--- src/rtl/prvp_spi_slave_pkg.sv ---
// Shared constants and helpers for the single-clock SPI slave FIFO family.
package prvp_spi_slave_pkg;

    localparam int unsigned FIFO_MODE_BACKPRESSURE = 0;
    localparam int unsigned FIFO_MODE_DROP         = 1;

    // Occupancy counter width able to hold 0..depth inclusive.
    function automatic int unsigned level_w(input int unsigned depth);
        return $clog2(depth + 1);
    endfunction

endpackage

--- src/rtl/prvp_spi_slave_sc_fifo_if.sv ---
// Write/read handshake bundle between the SPI datapath, the FIFO and the bus side.
interface prvp_spi_slave_sc_fifo_if #(
    parameter int unsigned DATA_WIDTH = 32
);
    logic [DATA_WIDTH-1:0] data_a;
    logic                  valid_a;
    logic                  ready_a;
    logic [DATA_WIDTH-1:0] data_b;
    logic                  valid_b;
    logic                  ready_b;

    modport master (
        output data_a, valid_a, ready_b,
        input  ready_a, data_b, valid_b
    );

    modport slave (
        input  data_a, valid_a, ready_b,
        output ready_a, data_b, valid_b
    );
endinterface

--- src/rtl/prvp_sc_fifo_mem.sv ---
// FIFO storage: register array with one write port and an asynchronous read port.
module prvp_sc_fifo_mem #(
    parameter int unsigned DATA_WIDTH = 32,
    parameter int unsigned DEPTH      = 8,
    localparam int unsigned AW        = (DEPTH > 1) ? $clog2(DEPTH) : 1
) (
    input  logic                  clk,
    input  logic                  i_we,
    input  logic [AW-1:0]         i_waddr,
    input  logic [DATA_WIDTH-1:0] i_wdata,
    input  logic [AW-1:0]         i_raddr,
    output logic [DATA_WIDTH-1:0] o_rdata_c
);

    logic [DATA_WIDTH-1:0] r_mem [DEPTH];

    always_ff @(posedge clk) begin
        if (i_we) begin
            r_mem[i_waddr] <= i_wdata;
        end
    end

    assign o_rdata_c = r_mem[i_raddr];

endmodule

--- src/rtl/prvp_spi_slave_sc_fifo.sv ---
// Single-clock FIFO between the SPI slave datapath and the bus side, with level,
// watermark flags, flush and an optional drop-on-full mode for the unstallable SPI side.
module prvp_spi_slave_sc_fifo
    import prvp_spi_slave_pkg::*;
#(
    parameter int unsigned DATA_WIDTH     = 32,
    parameter int unsigned BUFFER_DEPTH   = 8,
    parameter int unsigned AF_THRESH      = BUFFER_DEPTH - 1,
    parameter int unsigned AE_THRESH      = 1,
    parameter int unsigned DROP_ON_FULL   = FIFO_MODE_BACKPRESSURE,
    parameter int unsigned DROP_CNT_WIDTH = 16,
    localparam int unsigned LEVEL_W       = level_w(BUFFER_DEPTH)
) (
    input  logic                      clk,
    input  logic                      rst,
    input  logic                      flush,
    input  logic                      clr_drop,
    prvp_spi_slave_sc_fifo_if.slave   bus,
    output logic [LEVEL_W-1:0]        level,
    output logic                      almost_full,
    output logic                      almost_empty,
    output logic                      overflow,
    output logic [DROP_CNT_WIDTH-1:0] drop_cnt
);

    localparam int unsigned AW = (BUFFER_DEPTH > 1) ? $clog2(BUFFER_DEPTH) : 1;
    localparam logic [AW-1:0]             PTR_LAST   = AW'(BUFFER_DEPTH - 1);
    localparam logic [LEVEL_W-1:0]        LEVEL_FULL = LEVEL_W'(BUFFER_DEPTH);
    localparam logic [DROP_CNT_WIDTH-1:0] DROP_MAX   = '1;

    logic [AW-1:0]             r_wr_ptr;
    logic [AW-1:0]             r_rd_ptr;
    logic [LEVEL_W-1:0]        r_level;
    logic [DROP_CNT_WIDTH-1:0] r_drop_cnt;
    logic                      r_overflow;

    logic w_full;
    logic w_push;
    logic w_pop;
    logic w_drop;
    logic w_store;

    function automatic logic [AW-1:0] ptr_inc(input logic [AW-1:0] p);
        return (p == PTR_LAST) ? '0 : p + 1'b1;
    endfunction

    assign w_full      = (r_level == LEVEL_FULL);
    assign bus.ready_a = !rst && ((DROP_ON_FULL == FIFO_MODE_DROP) || !w_full);
    assign bus.valid_b = (r_level != '0);
    assign w_push      = bus.valid_a && bus.ready_a;
    assign w_pop       = bus.valid_b && bus.ready_b;

    // A full FIFO only loses the word if nothing leaves in the same cycle; flush discards silently.
    assign w_drop  = (DROP_ON_FULL == FIFO_MODE_DROP) && w_push && w_full && !w_pop && !flush;
    assign w_store = w_push && !w_drop && !flush;

    always_ff @(posedge clk) begin
        if (rst) begin
            r_wr_ptr   <= '0;
            r_rd_ptr   <= '0;
            r_level    <= '0;
            r_drop_cnt <= '0;
            r_overflow <= 1'b0;
        end else begin
            r_overflow <= w_drop;
            if (flush) begin
                r_wr_ptr <= '0;
                r_rd_ptr <= '0;
                r_level  <= '0;
            end else begin
                if (w_store) begin
                    r_wr_ptr <= ptr_inc(r_wr_ptr);
                end
                if (w_pop) begin
                    r_rd_ptr <= ptr_inc(r_rd_ptr);
                end
                if (w_store && !w_pop) begin
                    r_level <= r_level + 1'b1;
                end else if (w_pop && !w_store) begin
                    r_level <= r_level - 1'b1;
                end
            end
            // Clearing and dropping together leaves the new drop counted.
            if (clr_drop) begin
                r_drop_cnt <= DROP_CNT_WIDTH'(w_drop);
            end else if (w_drop && (r_drop_cnt != DROP_MAX)) begin
                r_drop_cnt <= r_drop_cnt + 1'b1;
            end
        end
    end

    prvp_sc_fifo_mem #(
        .DATA_WIDTH (DATA_WIDTH),
        .DEPTH      (BUFFER_DEPTH)
    ) u_mem (
        .clk        (clk),
        .i_we       (w_store),
        .i_waddr    (r_wr_ptr),
        .i_wdata    (bus.data_a),
        .i_raddr    (r_rd_ptr),
        .o_rdata_c  (bus.data_b)
    );

    assign level        = r_level;
    assign almost_full  = (32'(r_level) >= AF_THRESH);
    assign almost_empty = (32'(r_level) <= AE_THRESH);
    assign overflow     = r_overflow;
    assign drop_cnt     = r_drop_cnt;

endmodule

--- src/flat_wrapper.sv ---
// flat-port wrapper written by rule: the top's interface ports become plain ports
module prvp_spi_slave_sc_fifo_flat import prvp_spi_slave_pkg::*;
#(
    parameter int unsigned DATA_WIDTH     = 32,
    parameter int unsigned BUFFER_DEPTH   = 8,
    parameter int unsigned AF_THRESH      = BUFFER_DEPTH - 1,
    parameter int unsigned AE_THRESH      = 1,
    parameter int unsigned DROP_ON_FULL   = FIFO_MODE_BACKPRESSURE,
    parameter int unsigned DROP_CNT_WIDTH = 16,
    localparam int unsigned LEVEL_W       = level_w(BUFFER_DEPTH)
)
  (clk, rst, flush, clr_drop, level, almost_full, almost_empty, overflow, drop_cnt, bus_data_a, bus_valid_a, bus_ready_b, bus_ready_a, bus_data_b, bus_valid_b);
  prvp_spi_slave_sc_fifo_if #(.DATA_WIDTH(DATA_WIDTH)) bus_i ();
  input  logic clk;
  input  logic rst;
  input  logic flush;
  input  logic clr_drop;
  output logic [LEVEL_W-1:0] level;
  output logic almost_full;
  output logic almost_empty;
  output logic overflow;
  output logic [DROP_CNT_WIDTH-1:0] drop_cnt;
  input wire logic [$bits(bus_i.data_a)-1:0] bus_data_a;
  input wire logic [$bits(bus_i.valid_a)-1:0] bus_valid_a;
  input wire logic [$bits(bus_i.ready_b)-1:0] bus_ready_b;
  output wire logic [$bits(bus_i.ready_a)-1:0] bus_ready_a;
  output wire logic [$bits(bus_i.data_b)-1:0] bus_data_b;
  output wire logic [$bits(bus_i.valid_b)-1:0] bus_valid_b;
  assign bus_i.data_a = bus_data_a;
  assign bus_i.valid_a = bus_valid_a;
  assign bus_i.ready_b = bus_ready_b;
  assign bus_ready_a = bus_i.ready_a;
  assign bus_data_b = bus_i.data_b;
  assign bus_valid_b = bus_i.valid_b;
  prvp_spi_slave_sc_fifo #(.DATA_WIDTH(DATA_WIDTH), .BUFFER_DEPTH(BUFFER_DEPTH), .AF_THRESH(AF_THRESH), .AE_THRESH(AE_THRESH), .DROP_ON_FULL(DROP_ON_FULL), .DROP_CNT_WIDTH(DROP_CNT_WIDTH)) u_core (.clk(clk), .rst(rst), .flush(flush), .clr_drop(clr_drop), .bus(bus_i), .level(level), .almost_full(almost_full), .almost_empty(almost_empty), .overflow(overflow), .drop_cnt(drop_cnt));
endmodule
--- config.mk ---
export PLATFORM = sky130hd
export DESIGN_NAME = prvp_spi_slave_sc_fifo_flat
export DESIGN_NICKNAME = d
export VERILOG_FILES = /design/src/rtl/prvp_spi_slave_pkg.sv /design/src/rtl/prvp_spi_slave_sc_fifo_if.sv /design/src/rtl/prvp_sc_fifo_mem.sv /design/src/rtl/prvp_spi_slave_sc_fifo.sv /design/src/flat_wrapper.sv
export SDC_FILE = /design/constraint.sdc
export NUM_CORES = 1
export LEC_CHECK = 0
export CAP_MARGIN = 25
export CORE_MARGIN = 10
export CORE_UTILIZATION = 42
export CTS_CLUSTER_SIZE = 30
export DETAILED_ROUTE_END_ITERATION = 10
export GPL_TIMING_DRIVEN = 0
export REMOVE_ABC_BUFFERS = 1
export SYNTH_ARGS = -nofsm -noshare
export SYNTH_HDL_FRONTEND = slang
export SYNTH_HIERARCHICAL = 1
export SYNTH_SLANG_ARGS = --single-unit
export TNS_END_PERCENT = 20
--- constraint.sdc ---
create_clock -name clk -period 7.2 [get_ports clk]
set_input_delay 1.8 -clock clk [delete_from_list [all_inputs] [get_ports clk]]
set_output_delay 1.8 -clock clk [all_outputs]
set_load 0.05 [all_outputs]
---- Yosys cells after proc, flatten, opt, wreduce, memory -nomap -nowiden ----
Memories as Yosys holds them, arrays and structs flattened. A register that Yosys moved wholly into a read port is not among the register bits.
Index checks and enable logic that the tools add are counted.
storage, ports and cells
  output and inout bits ................... 57
  memory bits (writable) .................. 256
  memories kept ........................... 1
  word-level logic and storage cells ...... 35
  bits in registers ....................... 10
cells by class
  $add $sub $neg .......................... 4
  equal/unequal tests ..................... 3
  $lt $le $gt $ge ......................... 2
  reductions and logical operators ........ 14
  multiplexer cells ....................... 8
memories
  memory              words  width  read ports  clocked after memory_dff  write ports  RTL line                text
  u_core.u_mem.r_mem  8      32     1           1                         1            prvp_sc_fifo_mem.sv:15  logic [DATA_WIDTH-1:0] r_mem [DEPTH];
operators by type and width
  operator               count
  $mux W3                4
  $mux W4                2
  $add A3 B1 Y3 const B  2
  $eq A3 B3 Y1 const B   2
  $logic_and A1 B1 Y1    6
  $logic_not A1 Y1       5
  $add A4 B1 Y4 const B  1
  $eq A4 B4 Y1 const B   1
  $ge A4 B3 Y1 const B   1
  $le A4 B1 Y1 const B   1
  $reduce_bool A4 Y1     1
  $sub A4 B1 Y4 const B  1
  $mux W1                2
  $reduce_bool A2 Y1     1
  $reduce_or A2 Y1       1

---- Logic depth before layout (Yosys ltp) ----
Gate-level depths: netlist of the first run.
  depth after elaboration ................. 9
  depth in mapped cells ................... 9
  gate-level depth less buffers ........... 9

---- Hierarchy ----
Netlist of the first run, hierarchy kept.
modules (own cells, without submodules)
  module                  cells each  instances  area each (µm²)  seq. area each (µm²)
  prvp_sc_fifo_mem        383         1          9825.7           7687.4
  prvp_spi_slave_sc_fifo  87          1          714.4            200.2

---- Least setup slack after synthesis of the first run ----
Ideal clock, no wire load.
  kind .................................... input port to flip-flop
  start ................................... input flush
  end ..................................... memory u_core.u_mem.r_mem[0][0], enable pin
  path buffers ............................ 1
  stages on the path ...................... 5
  data arrival time ....................... 4.943 ns
  setup slack ............................. 1.796 ns
  path through ............................ or2_2 -> clkbuf_1 -> nor3_1 -> nand2b_1 -> nor3_1
between the ends
  word-level cells in the longest chain between the ends .. 4
RTL lines
  element                        RTL line                      text
  start, declared                flat_wrapper.sv:16            input logic flush;
  $logic_not A1 Y1               prvp_spi_slave_sc_fifo.sv:55  assign w_store = w_push && !w_drop && !flush;
  $logic_and A1 B1 Y1            prvp_spi_slave_sc_fifo.sv:55
  named net u_core.w_store       prvp_spi_slave_sc_fifo.sv:41  logic w_store;
  $mux W1                        prvp_sc_fifo_mem.sv:18        if (i_we) begin
  $mux W1 (not written as such)  prvp_sc_fifo_mem.sv:19        r_mem[i_waddr] <= i_wdata;
  end, declared                  prvp_sc_fifo_mem.sv:15
The timed path passes the listed nets, and every way through them passes these cells.

==> results of run 1 <==
worst paths after layout:
check | from | end | slack [ns] | depth (start not counted)
max reg2reg | u_core/level[0] | u_core/u_mem/r_mem[4][31] | 4.01 | 9
min | u_core/r_rd_ptr[2] | u_core/r_rd_ptr[2] | 0.54 | 2
max | u_core/r_rd_ptr[0] | bus_data_b[21] | 2.18 | 4
min reg2reg | u_core/r_rd_ptr[2] | u_core/r_rd_ptr[2] | 0.54 | 2
registers in the layout (all words and copies together), names as in the netlist:
name and count:
u_core/u_mem/r_mem 256, u_core/level 4, u_core/r_rd_ptr 3, u_core/r_wr_ptr 3
cell type report:
class / count / area share, %
multi-input combinational: 178 / 19.5
antenna: 1 / 0.0196
clock buffer: 38 / 6.19
inverter: 6 / 0.176
sequential: 266 / 61.9
timing repair buffer: 93 / 8.40
clock inverter: 14 / 0.686
tap: 324 / 3.18
layer usage:
layer | GRT usage (%) | wire length, µm | part of all wire (%)
met1 | 16.3 | 8520 | 42
met2 | 21.7 | 10200 | 50
met3 | 3.17 | 1360 | 6.7
met4 | 3.17 | 397 | 1.9
met5 | 0 | 0 | 0
metrics by stage:
step	area (µm²)	power, mW	util [%]
after floorplan	10300	1.87	-
after global placement	11500	1.95	46.9
after detailed placement	11900	1.96	48.4
after CTS	12800	3.30	52.0
after global routing	12800	3.38	52.0
final	12800	3.26	52.0
kinds of logic (layout without fill, tap and decap cells):
kind of cell / count (synthesis) / count (layout) / synth area share [%]
flip-flops: 266 / 266 / 74.8
buffers and inverters: 42 / 151 / 2.67
AO/OA/AOI/OAI: 15 / 15 / 0.712
AND/OR/NAND/NOR: 37 / 37 / 1.82
XOR/XNOR: 2 / 2 / 0.166
adder cells (fa/ha/maj): 8 / 8 / 0.950
other: 1 / 18 / 0.0356
multiplexers: 99 / 99 / 18.8
critical path, stage by stage, from the launching register on:
cell,delay [ns]
dfxtp_4,0.73
buf_16,0.33
mux4_1,0.60
mux2_2,0.30
clkdlybuf4s50_1,0.71
cell usage in the layout, fill, tap and decap left out, drive strengths merged:
cell type and count:
a21oi 8, and3b 1, buf 17, bufinv 1, clkbuf 38, clkdlybuf4s50 76
clkinv 13, conb 17, dfxtp 10, diode 1, edfxtp 256, ha 8
inv 6, mux2 33, mux2i 2, mux4 64, nand2 5, nand2b 3
nand3 3, nand3b 1, nand4 1, nand4b 1, nor2 12, nor3 4
nor3b 1, o21ai 7, or2 1, or3 1, or4 3, xnor2 1
xor2 1
power by group through the flow:
stage	Clock (mW)	Combinational, mW	Sequential [mW]
after floorplan	0	0.120	1.75
after global placement	0	0.197	1.75
after detailed placement	0	0.210	1.75
after CTS	1.38	0.211	1.72
after global routing	1.44	0.222	1.72
final	1.34	0.209	1.71
==> flow_summary.toml, run 1 <==
[status]
outcome = "complete, no violations"

[place]
globalplace.congestion = 0.716
hpwl_mm = 12.8
dp_slack_ns = 2.27
dpl.cell_count = 867
io_buffers = 76

[worst_setup_path]
worstSetupPathType = "flop to output pin"
crit_path_max_fanout = 36
cp-start-kind = "flop"
critPathCaptureType = "output pin"
required_ns = 5.40
arrival_ns = 3.22

[timing]
setup_violations = 0
fin_ws_ns = 2.18
skew_ns = 0.0124
finalCritPeriodShare_pct = 69.7
rsz0062_at_grt = "no"
final.min_clock_period_ns = 5.02
drv_slew = 0
worstMarginPinSlew_ns = 0.892
max-slew-margin-rel_pct = 40.2
finalSetupTns_ns = 0
fmax_ghz = 0.199
hold_slack_ns = 0.542
hold_viol = 0

[synth]
synth_ff_type = "edfxtp_1"
synth.area.top_cells = "edfxtp_1 (73%), mux4_1 (10%), mux4_2 (5.1%)"
seq_area_frac_synth_pct = 74.8
synth_top_area_share_pct = 72.9
synth-edff-count = 256
synthCells = 470
synth_common_cells = "edfxtp_1 (256), mux4_1 (40), mux2_2 (32)"
postSynthAreaPerCell_um2 = 22.4
yosysWarnings = 6
synth_area_um2 = 10500
synth-async-reset-ratio_pct = 0
yosysMostFrequentCell = "edfxtp_1"
synth_top_area_cell = "edfxtp_1"
synth.distinct_cells = 32
synth-seq-cells = 266

[power]
power.density_nw_per_um2 = 255
vdd_drop_max_mv = 0.139
seqPwrFrac_pct = 52.6
clockPowerShare_pct = 41.0
internal-power_mw = 2.58
p_switching_mw = 0.676
leakage_nw = 4.08
swShare_pct = 20.7
pwr-share-comb_pct = 6.4

[cts]
cts_resized = 0
cts_tree = "built"
cts_setup_buffers = 0
clkTransAtPathRegs_ns = 0.06
clkLatencyLatePin_ns = 0.53
hold_buffers = 0
cts-htree-levels = 1
clock-sinks = 266
cts_root_buf = "clkbuf_16"
clk_path_buf_depth = 3
cts_inserted_buffers = 28

[floorplan]
rows = 57
core_um2 = 24500
start_util_pct = 43.0
die_y_um = 178
io_pins = 95
dieArea_um2 = 31800
die_w_um = 178

[detailed_routing]
first_iter_violations = 237
remaining_drc_errors = 0
drt_wl_total_mm = 20.5
vias = 4872
ant_nets = 0
wire_per_inst_um = 22.3
via_per_inst = 5.30
dr.pass1.iters = 4

[global_routing]
grt_pass1_vias = 5297
gr-usage-all-layers_pct = 12.8
overflow = 0
grt_max_degree = 65
antenna_found_initial = 1
grt_pass1_wl_mm = 31.0

[final_layout]
drive_gt1_share_pct = 21.0
fin_cells = 920
multi_input_area_um2 = 2490
nets = 619
regArea_um2 = 7900
syn2layout_area_growth_pct = 21.1
fill_cells = 1944

[min_path]
min_path_type = "flop to flop"

[job]
drv_cap = 0
No activity file was read; power rests on OpenSTA's default activity.
==> run 2: changes to the inputs <==
==> constraint.sdc (replaced) <==
create_clock -name clk -period 5 [get_ports clk]
set_input_delay 1.25 -clock clk [delete_from_list [all_inputs] [get_ports clk]]
set_output_delay 1.25 -clock clk [all_outputs]
set_load 0.05 [all_outputs]
==> results of run 2 <==
Same layout as run 1 (identical final DEF). Status: complete, no violations.
Main changes from that run: setup slack after placement 2.27 ns -> 0.675 ns; setup slack after layout 2.18 ns -> 0.533 ns; register-to-register setup slack 4.01 ns -> 1.81 ns; total power 3.26 mW -> 4.69 mW; worst IR drop on VDD 0.139 mV -> 0.201 mV
